**config.mk**
```make
export PLATFORM = sky130hd
export DESIGN_NAME = issue_ctrl
export DESIGN_NICKNAME = d
export VERILOG_FILES = /design/src/rtl/issue_ctrl_pkg.sv /design/src/rtl/issue_ctrl_scoreboard.sv /design/src/rtl/issue_ctrl.sv
export SDC_FILE = /design/constraint.sdc
export NUM_CORES = 1
export LEC_CHECK = 0
export CAP_MARGIN = 20
export CORE_MARGIN = 1
export CORE_UTILIZATION = 42
export DETAILED_ROUTE_END_ITERATION = 6
export GPL_TIMING_DRIVEN = 0
export PLACE_DENSITY = 0.83
export REMOVE_ABC_BUFFERS = 1
export SLEW_MARGIN = 20
export SYNTH_ARGS = -nofsm -noshare
export SYNTH_HDL_FRONTEND = slang
export SYNTH_SLANG_ARGS = --single-unit
```
**constraint.sdc**
```tcl
create_clock -name clk -period 4.64 [get_ports clk]
set_clock_uncertainty 0.1 [all_clocks]
set_input_delay 0.928 -clock clk [delete_from_list [all_inputs] [get_ports clk]]
set_output_delay 0.928 -clock clk [all_outputs]
set_load 0.02 [all_outputs]
```
**src/rtl/issue_ctrl_pkg.sv**
```systemverilog
`default_nettype none
// ============================================================================
//  Module   : issue_ctrl_pkg
//  Purpose  : Shared definitions for the decode/issue stage. This package holds
//             the RV32 base opcodes, the instruction field positions, the
//             register-use classification and the issue FSM state encoding.
//             The instruction decoder uses the same definitions.
//  Revision : 1.0  initial release
// ============================================================================
package issue_ctrl_pkg;

    localparam int REG_W   = 5;
    localparam int NREG    = 32;

    // Bit positions of the instruction fields
    localparam int OPC_LSB = 0;
    localparam int OPC_W   = 7;
    localparam int RD_LSB  = 7;
    localparam int RS1_LSB = 15;
    localparam int RS2_LSB = 20;

    localparam logic [6:0] OP_R      = 7'b0110011;
    localparam logic [6:0] OP_IMM    = 7'b0010011;
    localparam logic [6:0] OP_LOAD   = 7'b0000011;
    localparam logic [6:0] OP_JALR   = 7'b1100111;
    localparam logic [6:0] OP_STORE  = 7'b0100011;
    localparam logic [6:0] OP_BRANCH = 7'b1100011;
    localparam logic [6:0] OP_LUI    = 7'b0110111;
    localparam logic [6:0] OP_AUIPC  = 7'b0010111;
    localparam logic [6:0] OP_JAL    = 7'b1101111;

    typedef enum logic [0:0] {
        ST_EMPTY = 1'b0,
        ST_FULL  = 1'b1
    } state_t;

    typedef struct packed {
        logic use_rs1;
        logic use_rs2;
        logic wr_rd;
    } reg_use_t;

    // Unknown opcodes read and write nothing, so they never interlock.
    function automatic reg_use_t classify(input logic [6:0] opc);
        reg_use_t u;
        u = '{use_rs1: 1'b0, use_rs2: 1'b0, wr_rd: 1'b0};
        case (opc)
            OP_R:                      u = '{use_rs1: 1'b1, use_rs2: 1'b1, wr_rd: 1'b1};
            OP_IMM, OP_LOAD, OP_JALR:  u = '{use_rs1: 1'b1, use_rs2: 1'b0, wr_rd: 1'b1};
            OP_STORE, OP_BRANCH:       u = '{use_rs1: 1'b1, use_rs2: 1'b1, wr_rd: 1'b0};
            OP_LUI, OP_AUIPC, OP_JAL:  u = '{use_rs1: 1'b0, use_rs2: 1'b0, wr_rd: 1'b1};
            default:                   u = '{use_rs1: 1'b0, use_rs2: 1'b0, wr_rd: 1'b0};
        endcase
        return u;
    endfunction

endpackage
`default_nettype wire

```
**src/rtl/issue_ctrl_scoreboard.sv**
```systemverilog
`default_nettype none
// ============================================================================
//  Module   : issue_ctrl_scoreboard
//  Purpose  : Register scoreboard. It holds one busy bit per architectural
//             register.
//  Ports    : clk, rst_n      clock, synchronous active-low reset
//             i_set_en/idx    mark a register busy (issue of a writer)
//             i_clr_en/idx    release a register (writeback)
//             o_busy          busy vector; bit 0 is tied to 0
//  Revision : 1.0  initial release
// ============================================================================
module issue_ctrl_scoreboard
    import issue_ctrl_pkg::*;
(
    input  logic             clk,
    input  logic             rst_n,
    input  logic             i_set_en,
    input  logic [REG_W-1:0] i_set_idx,
    input  logic             i_clr_en,
    input  logic [REG_W-1:0] i_clr_idx,
    output logic [NREG-1:0]  o_busy
);

    logic [NREG-1:0] r_busy;
    logic [NREG-1:0] w_set;
    logic [NREG-1:0] w_clr;
    logic [NREG-1:0] w_next;

    always_comb begin
        w_set = '0;
        w_clr = '0;
        if (i_set_en) w_set[i_set_idx] = 1'b1;
        if (i_clr_en) w_clr[i_clr_idx] = 1'b1;
        // A set wins over a clear of the same register. The new writer was
        // issued after the retiring one.
        w_next    = (r_busy & ~w_clr) | w_set;
        w_next[0] = 1'b0;
    end

    always_ff @(posedge clk) begin
        if (!rst_n) r_busy <= '0;
        else        r_busy <= w_next;
    end

    assign o_busy = r_busy;

endmodule
`default_nettype wire

```
**src/rtl/issue_ctrl.sv**
```systemverilog
`default_nettype none
// ============================================================================
//  Module   : issue_ctrl
//  Purpose  : Decode/issue scheduler. It owns the IF/ID register and
//             interlocks RAW/WAW hazards through a register scoreboard. It
//             flushes on redirect and counts stall cycles with saturation.
//  Ports    : clk, rst_n               clock, synchronous active-low reset
//             if_valid/if_inst/if_pc   fetch side input
//             if_ready                 IF/ID can accept this cycle
//             id_valid/id_inst/id_pc   offer to execute
//             id_ready                 execute accepts
//             wb_valid/wb_rd           writeback release
//             flush                    control redirect
//             stall, busy_map, stall_cnt  status
//  Revision : 1.0  initial release
// ============================================================================
module issue_ctrl
    import issue_ctrl_pkg::*;
#(
    parameter int XLEN  = 32,
    parameter int CNT_W = 32
) (
    input  logic             clk,
    input  logic             rst_n,
    input  logic             if_valid,
    input  logic [XLEN-1:0]  if_inst,
    input  logic [XLEN-1:0]  if_pc,
    output logic             if_ready,
    output logic             id_valid,
    output logic [XLEN-1:0]  id_inst,
    output logic [XLEN-1:0]  id_pc,
    input  logic             id_ready,
    input  logic             wb_valid,
    input  logic [4:0]       wb_rd,
    input  logic             flush,
    output logic             stall,
    output logic [31:0]      busy_map,
    output logic [CNT_W-1:0] stall_cnt
);

    state_t           r_state;
    logic [XLEN-1:0]  r_inst;
    logic [XLEN-1:0]  r_pc;
    logic [CNT_W-1:0] r_cnt;

    reg_use_t         w_use;
    logic [REG_W-1:0] w_rs1;
    logic [REG_W-1:0] w_rs2;
    logic [REG_W-1:0] w_rd;
    logic             w_full;
    logic             w_hazard;
    logic             w_issue;
    logic             w_accept;
    logic [NREG-1:0]  w_busy;

    assign w_use  = classify(r_inst[OPC_LSB +: OPC_W]);
    assign w_rs1  = r_inst[RS1_LSB +: REG_W];
    assign w_rs2  = r_inst[RS2_LSB +: REG_W];
    assign w_rd   = r_inst[RD_LSB  +: REG_W];
    assign w_full = (r_state == ST_FULL);

    // The scoreboard never marks x0 busy, so x0 operands cannot hazard.
    // The hazard uses the registered busy vector. A writeback releases
    // the stall one cycle later.
    assign w_hazard = w_full &&
                      ((w_use.use_rs1 && w_busy[w_rs1]) ||
                       (w_use.use_rs2 && w_busy[w_rs2]) ||
                       (w_use.wr_rd   && w_busy[w_rd]));

    assign id_valid = w_full && !w_hazard;
    assign stall    = w_hazard;
    assign w_issue  = id_valid && id_ready;
    assign if_ready = !flush && (!w_full || w_issue);
    assign w_accept = if_valid && if_ready;

    always_ff @(posedge clk) begin
        if (!rst_n) begin
            r_state <= ST_EMPTY;
            r_inst  <= '0;
            r_pc    <= '0;
        end else begin
            case (r_state)
                ST_EMPTY: begin
                    if (w_accept) begin
                        r_state <= ST_FULL;
                        r_inst  <= if_inst;
                        r_pc    <= if_pc;
                    end
                end
                ST_FULL: begin
                    if (flush) begin
                        r_state <= ST_EMPTY;
                    end else if (w_issue && w_accept) begin
                        r_inst  <= if_inst;
                        r_pc    <= if_pc;
                    end else if (w_issue) begin
                        r_state <= ST_EMPTY;
                    end
                end
                default: r_state <= ST_EMPTY;
            endcase
            // flush takes priority in every state. if_ready is already low,
            // so no fetch is captured in the flush cycle.
            if (flush) r_state <= ST_EMPTY;
        end
    end

    always_ff @(posedge clk) begin
        if (!rst_n)                   r_cnt <= '0;
        else if (w_hazard && !(&r_cnt)) r_cnt <= r_cnt + 1'b1;
    end

    // An instruction issued in a flush cycle is discarded and never writes
    // back. It must not reserve its destination register.
    issue_ctrl_scoreboard u_scoreboard (
        .clk       (clk),
        .rst_n     (rst_n),
        .i_set_en  (w_issue && w_use.wr_rd && !flush),
        .i_set_idx (w_rd),
        .i_clr_en  (wb_valid),
        .i_clr_idx (wb_rd),
        .o_busy    (w_busy)
    );

    assign id_inst   = r_inst;
    assign id_pc     = r_pc;
    assign busy_map  = w_busy;
    assign stall_cnt = r_cnt;

endmodule
`default_nettype wire

```
* Yosys cells after proc, flatten, opt, wreduce, memory -nomap -nowiden
Index checks and enable logic that the tools add are counted.
** Storage, ports and cells
- Register bits :: 129
- Bits of input ports :: 75
- Output and inout port bits :: 131
- Logic and storage cells :: 82
** Cells by class
- Add/sub/neg operators :: 1
- Order comparisons :: 6
- Equality and inequality tests :: 12
- Muxes and demuxes :: 25
- Bitwise gates (word level) :: 5
- Reductions and logical operators :: 27
** Operators by type and width (count)
- $mux 32 :: 8
- $pmux 32 s2 :: 2
- $add 32x1->32 const B :: 1
- $and 32x32->32 :: 1
- $not 32->32 :: 1
- $or 32x32->32 :: 1
- $reduce_and 32->1 :: 1
- $lt 5x6->1 const B :: 4
- $eq 7x6->1 const B :: 3
- $eq 7x7->1 const B :: 3
- $bmux 1 s5 :: 3
- $eq 7x5->1 const B :: 2
- $logic_and 1x1->1 :: 14
- $pmux 3 s4 :: 1
- $demux 1 s5 :: 2
- $ge 5x1->1 const B :: 2
- $mux 1 :: 8
- $eq 7x2->1 const B :: 1
- $reduce_or 3->1 :: 2
- $logic_not 1->1 :: 4
- $ne 2x2->1 const B :: 2
- $reduce_or 2->1 :: 2
- $logic_or 1x1->1 :: 3
- $reduce_and 3->1 :: 1
- other kinds (3) :: 4

* Longest topological paths before layout
- Depth in word-level cells :: 17
- Gate-level depth with buffers :: 12
- Gate-level depth less buffers :: 8

* Cells and area by module
From an unflattened synthesis, not the netlist that was laid out.
** Second synthesis, totals
- Cell total of the unflattened synthesis :: 739
- Area total of the unflattened synthesis :: 6673.9 µm²
** Modules (own cells, without submodules)
- issue_ctrl :: times used 1, cells an instance 605, area each 5376.4 µm², seq. area each 1941.9 µm²
- issue_ctrl_scoreboard :: times used 1, cells an instance 134, area each 1297.5 µm², seq. area each 620.6 µm²

* Worst setup path before layout
Ideal clock, no wire load.
- Kind :: reg-to-output
- Start :: register r_inst[21], in the netlist id_inst[21]
- End :: output stall
- Arrival time :: 2.447 ns
- Data required time :: 3.612 ns
- Setup slack :: 1.165 ns
- Stages on the path, launching flop included :: 11
- Path buffers :: 3
- Cell sequence :: dfxtp_1 buf_2 mux4_2 a2bb2oi_1 nand4_1 o211ai_1 a21o_4 o21ai_4 buf_6 clkbuf_1 inv_1
** On the way
- Longest elaborated chain between the ends :: 6
** RTL lines
- start, declared :: line issue_ctrl.sv:42 : logic [XLEN-1:0] r_inst;
- start signal, assigned :: line issue_ctrl.sv:86 : r_inst <= if_inst;
- start signal, assigned :: line issue_ctrl.sv:94 : r_inst <= if_inst;
- $bmux 1 s5 :: line issue_ctrl.sv:67 : (w_use.use_rs2 && w_busy[w_rs2]) ||
- $mux 1 (not written as such) :: line issue_ctrl.sv:67
- $logic_and 1x1->1 :: line issue_ctrl.sv:67
- $logic_or 1x1->1 :: line issue_ctrl.sv:66 : ((w_use.use_rs1 && w_busy[w_rs1]) ||
- $logic_or 1x1->1 :: line issue_ctrl.sv:67
- $logic_and 1x1->1 :: line issue_ctrl.sv:65 : assign w_hazard = w_full &&
- end, declared :: line issue_ctrl.sv:36 : output logic stall,
Every way passes these cells. The select of a mux whose other input is x is not followed.

* Final worst setup path
- Start :: register r_inst[7], in the netlist id_inst[7]
- End :: output id_valid
** On the way
- Longest elaborated chain between the ends :: 7
** RTL lines
- $bmux 1 s5 :: line issue_ctrl.sv:68 : (w_use.wr_rd && w_busy[w_rd]));
- $mux 1 (not written as such) :: line issue_ctrl.sv:68
- $logic_and 1x1->1 :: line issue_ctrl.sv:68
- $logic_or 1x1->1 :: line issue_ctrl.sv:67
- $logic_and 1x1->1 :: line issue_ctrl.sv:65
- $logic_not 1->1 :: line issue_ctrl.sv:70 : assign id_valid = w_full && !w_hazard;
- $logic_and 1x1->1 :: line issue_ctrl.sv:70
- end, declared :: line issue_ctrl.sv:29 : output logic id_valid,
Every way passes these cells. The select of a mux whose other input is x is not followed.

==> flow_summary_export.csv <==
group,metric,value,unit
yosys,synthAdderAreaFrac,0.189,%
worst_setup_path,ff2ff_setup_slack,1020,ps
drt,met3WireLength,2.08,mm
global_routing,antenna_found_initial,0,
final_layout,nets,998,
yosys,synth_seq_cells,128,
yosys,synth_seq_area_share,38.8,%
flow_run,cap_violations,0,
drt,vias,6584,
worst_setup_path,reg2reg_from,"stall_cnt[7]",
final_layout,stdcell_area,0.00936,sq mm
yosys,yosys_most_used_dff,"dfxtp_1",
power,p_per_area,314,mW/mm^2
timing,holdWs,356,ps
worst_setup_path,ff2ff_path_depth,8,
floorplan,dieHeight,127,um
power,p_leak,0.00333,uW
drt,routed_via_density,5.75,
timing,hold_viol_final,0,
timing,setup_viol_count_final,0,
global_routing,grt_max_degree,101,
cts,clkTransAtPathRegs,60,ps
hold_path,hold_end,"id_inst[31]",
final_layout,layout-drive-gt1-share,7.27,%
global_routing,overflow,0,
floorplan,die_w,127,um
yosys,synth_simple_gate_area_share,21.9,%
final_layout,syn_to_final_growth,41.5,%
timing,rsz0062_at_grt,"no",
worst_setup_path,critPathLaunchType,"flop",
timing,fmax,227,MHz
yosys,synth-xor-area-share,0,%
cts,clock_path_buffers,2,
global_routing,track_usage,25.0,%
cts,htree_num_levels,4,
worst_setup_path,crit_fanout,32,
placed_design,globalplace.congestion,0.942,
cts,cts_tree,"yes",
final_layout,finish.utilization,61.3,%
floorplan,num_rows,45,
yosys,synth_top_area_share,38.8,%
drt,drtAntennaViolNets,0,
power,finalPower,2940,uW
timing,drv_slew,0,
drt,drc,0,
yosys,synthCells,759,
yosys,async_reset_ff_share,0,%
floorplan,start_util,43.3,%
hold_path,min_from,"id_inst[31]",
power,worst_ir_drop_vdd,0.000243,V
worst_setup_path,crit_type,"flop to output port",
run_status,status,"completed",
hold_path,whs_path_depth,2,
hold_path,min_path_type,"flop to flop",
drt,wl_per_cell,17.6,um
cts,cts_buffers,17,
worst_setup_path,required,3610,ps
yosys,synth_cell_type_count,59,
cts,clk_latency,430,ps
yosys,synth_top_family_by_area,"simple AND/OR/NAND/NOR gates",
cts,cts_root_buf,"clkbuf_16",
drt,drt_pass1_iterations,5,
floorplan,io_pins,206,
timing,slew_headroom,32.6,%
yosys,synth_warnings,0,
timing,finalCritPeriodShare,94.9,%
drt,wirelength,20.2,mm
worst_setup_path,worstPathArrival,3380,ps
timing,tightest_slew,1010,ps
floorplan,dieArea,0.0162,sq mm
floorplan,coreArea,0.0153,sq mm
drt,drt-met1-wl,8.33,mm
placed_design,port_buffers,204,
yosys,syn_area,0.00661,sq mm
global_routing,grt_pass1_vias,6196,
placed_design,hpwl,13.3,mm
final_layout,antennaDiodeCount,0,
drt,drtIter0Drc,544,
timing,period_needed,4410,ps
placed_design,pre_cts_ws,-121,ps
worst_setup_path,end_kind,"output port",
drt,top_layer_used,"met4",
yosys,synth-compound-area-share,17.3,%
yosys,synth_mux_area_share,17.0,%
yosys,ys_top_cells_by_area,"dfxtp_1, mux2i_1, nand2_1",
cts,cts_hold_buf,0,
yosys,synth_top_area_cell,"dfxtp_1",
yosys,avgSynthCellArea,8.71,sq um
cts,cts.sinks,128,
worst_setup_path,rr_endpoint,"stall_cnt[26]",
drt,wl_met2,9.16,mm
timing,post-route-worst-setup-slack,235,ps
global_routing,grt_pass1_wl,32.1,mm
yosys,synth_edf_count,0,
placed_design,placed_area,0.00869,sq mm
## cell type report
type | instances | area, sq um
Fill cell | 1294 | 5900
Multi-Input combinational cell | 558 | 3760
Sequential cell | 128 | 2570
Timing Repair Buffer | 206 | 2090
Clock buffer | 18 | 439
Tap cell | 211 | 264
Clock inverter | 14 | 181
Inverter | 11 | 41.3
## critical path, stage by stage, from the launching register on
cell	delay, ps
dfxtp_2	510
mux4_1	600
nor2b_1	120
or4_1	130
a41oi_2	160
a21o_4	270
nor2_1	180
nand2_4	240
inv_1	120
clkdlybuf4s50_1	600
## how the worst max path moves through the flow
stage                               to        start  cells past startpoint  slack (ps)
6_report                      id_valid   id_inst[7]                      9         230
5_1_grt                       id_valid  id_inst[16]                      8          50
4_1_cts                          stall  id_inst[23]                      8         0.6
3_5_place_dp                     stall   id_inst[8]                      8        -120
3_3_place_gp   u_scoreboard.o_busy[15]        rst_n                      5       -4450
2_1_floorplan                    stall   id_inst[8]                      7         690
## kinds of logic after synthesis
group | Yosys count
fa+ha+maj | 1
mux | 101
compound gates | 155
other cells | 1
buf+inv | 75
flops | 128
simple gates | 298
## synth_stat cells (all sizes together), types with 2 or more instances
| library cell | count |
|---|---|
| nor4 | 4 |
| a41oi | 2 |
| nor4b | 2 |
| nor2b | 11 |
| a31oi | 2 |
| nor3 | 2 |
| or3 | 19 |
| o31ai | 11 |
| nand2 | 156 |
| buf | 20 |
| or4 | 10 |
| mux2i | 88 |
| nand3 | 31 |
| o41ai | 31 |
| and4 | 4 |
| clkbuf | 44 |
| inv | 11 |
| a21oi | 33 |
| a221oi | 3 |
| or2 | 2 |
| a22oi | 3 |
| o21ai | 22 |
| or3b | 4 |
| a21o | 2 |
| nor2 | 15 |
| a2111oi | 4 |
| dfxtp | 128 |
| and2 | 2 |
| nand3b | 6 |
| nand4 | 16 |
| mux4 | 8 |
| and3 | 3 |
| mux2 | 5 |
| o211ai | 33 |
| nand2b | 9 |
## layer usage
| metal | global-route usage [%] | up-vias |
|---|---|---|
| met5 | 0 | - |
| met4 | 11.7 | 0 |
| met3 | 9.05 | 53 |
| met2 | 38.6 | 355 |
| met1 | 31.0 | 3039 |
| li1 | - | 3137 |
## stage by stage
stage / TNS, ps / std cells
3_5_place_dp: -190 / 1112
6_report: 0 / 1146
3_3_place_gp: -292730 / 1110
4_1_cts: 0 / 1145
2_1_floorplan: 0 / 695
5_1_grt: 0 / 1146
## power by group
group | switching (uW) | internal (uW) | leakage, uW
logic | 176 | 177 | 0.00199
clock network | 538 | 868 | 0.000290
registers | 47.8 | 1130 | 0.00104
## cells in the final DEF (no fill, tap or decap), types with 11 or more instances in the layout
cell type and n:
nor2_1 15, or3_1 19, clkbuf_16 17, nand4_1 16, clkdlybuf4s50_1 203, nand3_1 31
o211ai_1 33, o41ai_1 31, o31ai_1 11, nand2_1 154, nor2b_1 11, dfxtp_1 121
o21ai_0 21, a21oi_1 33, mux2i_1 88, inv_1 11
## registers in the layout, indices dropped and copies added (netlist names)
name,cells
id_inst,32
id_pc,32
stall_cnt,32
u_scoreboard.o_busy,31
r_state,1
## repair_timing
action,in CTS,in global routing
endpoints found under the setup margin,2,2
gates resized for setup,5,5
gates cloned,1,1
pin swaps,1,1
buffers inserted,0,0
hold endpoints to repair,0,0
No activity file was read; power rests on OpenSTA's default activity.
==> patch: new RTL, config.mk and constraints unchanged <==
The parameter `CNT_W` goes from 32 to 64.
--- a/src/rtl/issue_ctrl.sv
+++ b/src/rtl/issue_ctrl.sv
@@ -20,3 +20,3 @@
     parameter int XLEN  = 32,
-    parameter int CNT_W = 32
+    parameter int CNT_W = 64
 ) (
Interface: changed (resized stall_cnt); port bits go from 206 to 238. No check against the original RTL was run, so the function may have changed too.
==> patch against the unedited design <==
Worst setup slack got worse by 0.12 ns; combinational power rose by 4%; routed wire length rose by 25%; sequential cell count is 32 higher; via count grew 24%; die area grew 23%; maximum frequency is 2.6% lower; first-iteration DRC count up 34%; synthesized area rose by 23%; power increased by 11%; cell area rose by 21%; critical path depth decreased by 3; critical endpoint unchanged; largest cell class unchanged.
==> patch: results (changes against the unedited design) <==
Initial DRC Count 728 (was 544); worst reg2reg path depth 10 (was 8); Reg clk slew, reported paths roughly 0.070 ns; crit-path max FO 12 (was 32); Worst Setup SP id_inst[17] (was id_inst[7]); sequential fraction of the synthesis area 0.3943 (was 0.3877); post_cts resized 8 (was 5); met1 WL 10570 um (was 8333 um); count of filler cells inserted in the layout 1609 (was 1294); status complete, no violations (unchanged); H-tree depth 4 (unchanged); Post-Synth XOR/XNOR Area 0.005391 (was 0); Synth top cells by count dfxtp_1 (160), nand2_1 (144), nand3_1 (93), o21ai_0 (66), mux2i_1 (52) (was nand2_1 (155), dfxtp_1 (128), mux2i_1 (88), clkbuf_1 (44)); leakage power 3.989 nW (was 3.325 nW); worst vdd ir 0.2547 mV (was 0.2426 mV); buffer share of cell area 0.2239 (was 0.2235); PortBufs 236 (was 204); max FFs per register between 60 and 70; post-route setup slack 0.1158 ns (was 0.2346 ns); Slew headroom 0.2864 (was 0.3257); first-pass GRT wire length 39700 um (was 32060 um); Compound-Gate Fraction of Synth Area 0.1567 (was 0.1730); DR WL met3 1740 um (was 2079 um); Adder-Cell Fraction of Synth Area 0.001540 (was 0.001893); Yosys reg bits 160 (was 128); layout cell share with drive strength beyond 1 0.08661 (was 0.07273); Seq/total area 0.2838 (was 0.2751); mux share of post-synthesis cell area 0.1223 (was 0.1696); arrival time worst endpoint 3.50 ns (was 3.38 ns); worst skew pair latency 0.43 ns (about the same); pin count of the biggest net entering global routing 132 (was 101); FFs w/ async S/R, synth 0 (unchanged); dpl ws 0.001023 ns (was -0.1210 ns); Final Wtd Congestion 0.9050 (was 0.9423); post-synth cell types 66 (was 59); Nets 1206 (was 998); Worst R2R Setup Slack 0.79 ns (was 1.02 ns); Multi-In Gates 696 (was 558); vias in the first global route 7652 (was 6196); first drt pass iteration count 7 (was 5); Layout clock area frac 0.05272 (was 0.06634); Signal buffers 244 (was 206); post-CTS setup buffers 1 (was 0); R2R Path End id_pc[26] (was stall_cnt[26]); top cells by area, synth dfxtp_1 (39%), nand2_1 (6.7%), mux2i_1 (6.4%), nand3_1 (5.7%), mux4_2 (5.3%) (was dfxtp_1 (39%), mux2i_1 (13%), nand2_1 (8.8%), o41ai_1 (4.1%), o211ai_1 (3.7%)); Inverters, non-clock 11 (unchanged); DR WL met2 12020 um (was 9164 um); total track usage 0.2523 (was 0.2502); DR vias 8141 (was 6584); area of the multi-input gates 0.004609 mm^2 (was 0.003765 mm^2); Detail Placement HPWL 17360 um (was 13310 um); wire per inst 17.96 um (was 17.60 um)
## patch: changes by cell type after synthesis, sizes merged, moves of 14 or more
cell,delta
mux2i,-36
and3,+14
o41ai,-29
nand3,+64
dfxtp,+32
nand2b,+28
o21ai,+81
nand4,+19
## patch: critical path: stages, from the launching register on
cell and delay, ns:
dfxtp_1 0.75, mux2i_1 0.19, mux4_2 0.56, a2111oi_4 0.44, a32oi_4 0.19, and3_2 0.34
clkdlybuf4s50_1 0.60
## patch: metrics by stage
stage | std cells | utilization | setup TNS, ns | power (mW) | cell area, um^2
5_1_grt | 1403 | 0.6012 | 0 | 3.383 | 11320
2_1_floorplan | 867 | - | -156.48 | 1.625 | 7804
4_1_cts | 1403 | 0.6006 | 0 | 3.287 | 11310
3_5_place_dp | 1370 | 0.5679 | 0 | 1.853 | 10690
3_3_place_gp | 1363 | 0.5571 | -739.04 | 1.851 | 10490
6_report | 1403 | 0.6012 | 0 | 3.268 | 11320
## patch: worst min path at each step
| stage | depth (start not counted) | to | from | slack, ns |
|---|---|---|---|---|
| after floorplan | 2 | id_pc[1] | id_pc[1] | 0.44 |
| after global placement | 2 | id_pc[1] | id_pc[1] | 0.34 |
| after detailed placement | 2 | id_pc[1] | id_pc[1] | 0.35 |
| after CTS | 2 | id_pc[1] | id_pc[1] | 0.36 |
| after global routing | 2 | id_inst[14] | id_inst[14] | 0.39 |
| final | 2 | id_pc[1] | id_pc[1] | 0.36 |
## patch: layer usage
layer  GRT usage  vias up
met4      0.1259        0
met1      0.3142     3853
met5           0        -
met3     0.05740       67
met2      0.4096      397
li1            -     3824
## patch: report_power, final
part / switching [mW] / internal, mW / total, mW / leakage (nW)
Combinational: 0.190 / 0.177 / 0.367 / 2.40
Clock: 0.632 / 0.810 / 1.44 / 0.286
Sequential: 0.0495 / 1.41 / 1.46 / 1.30
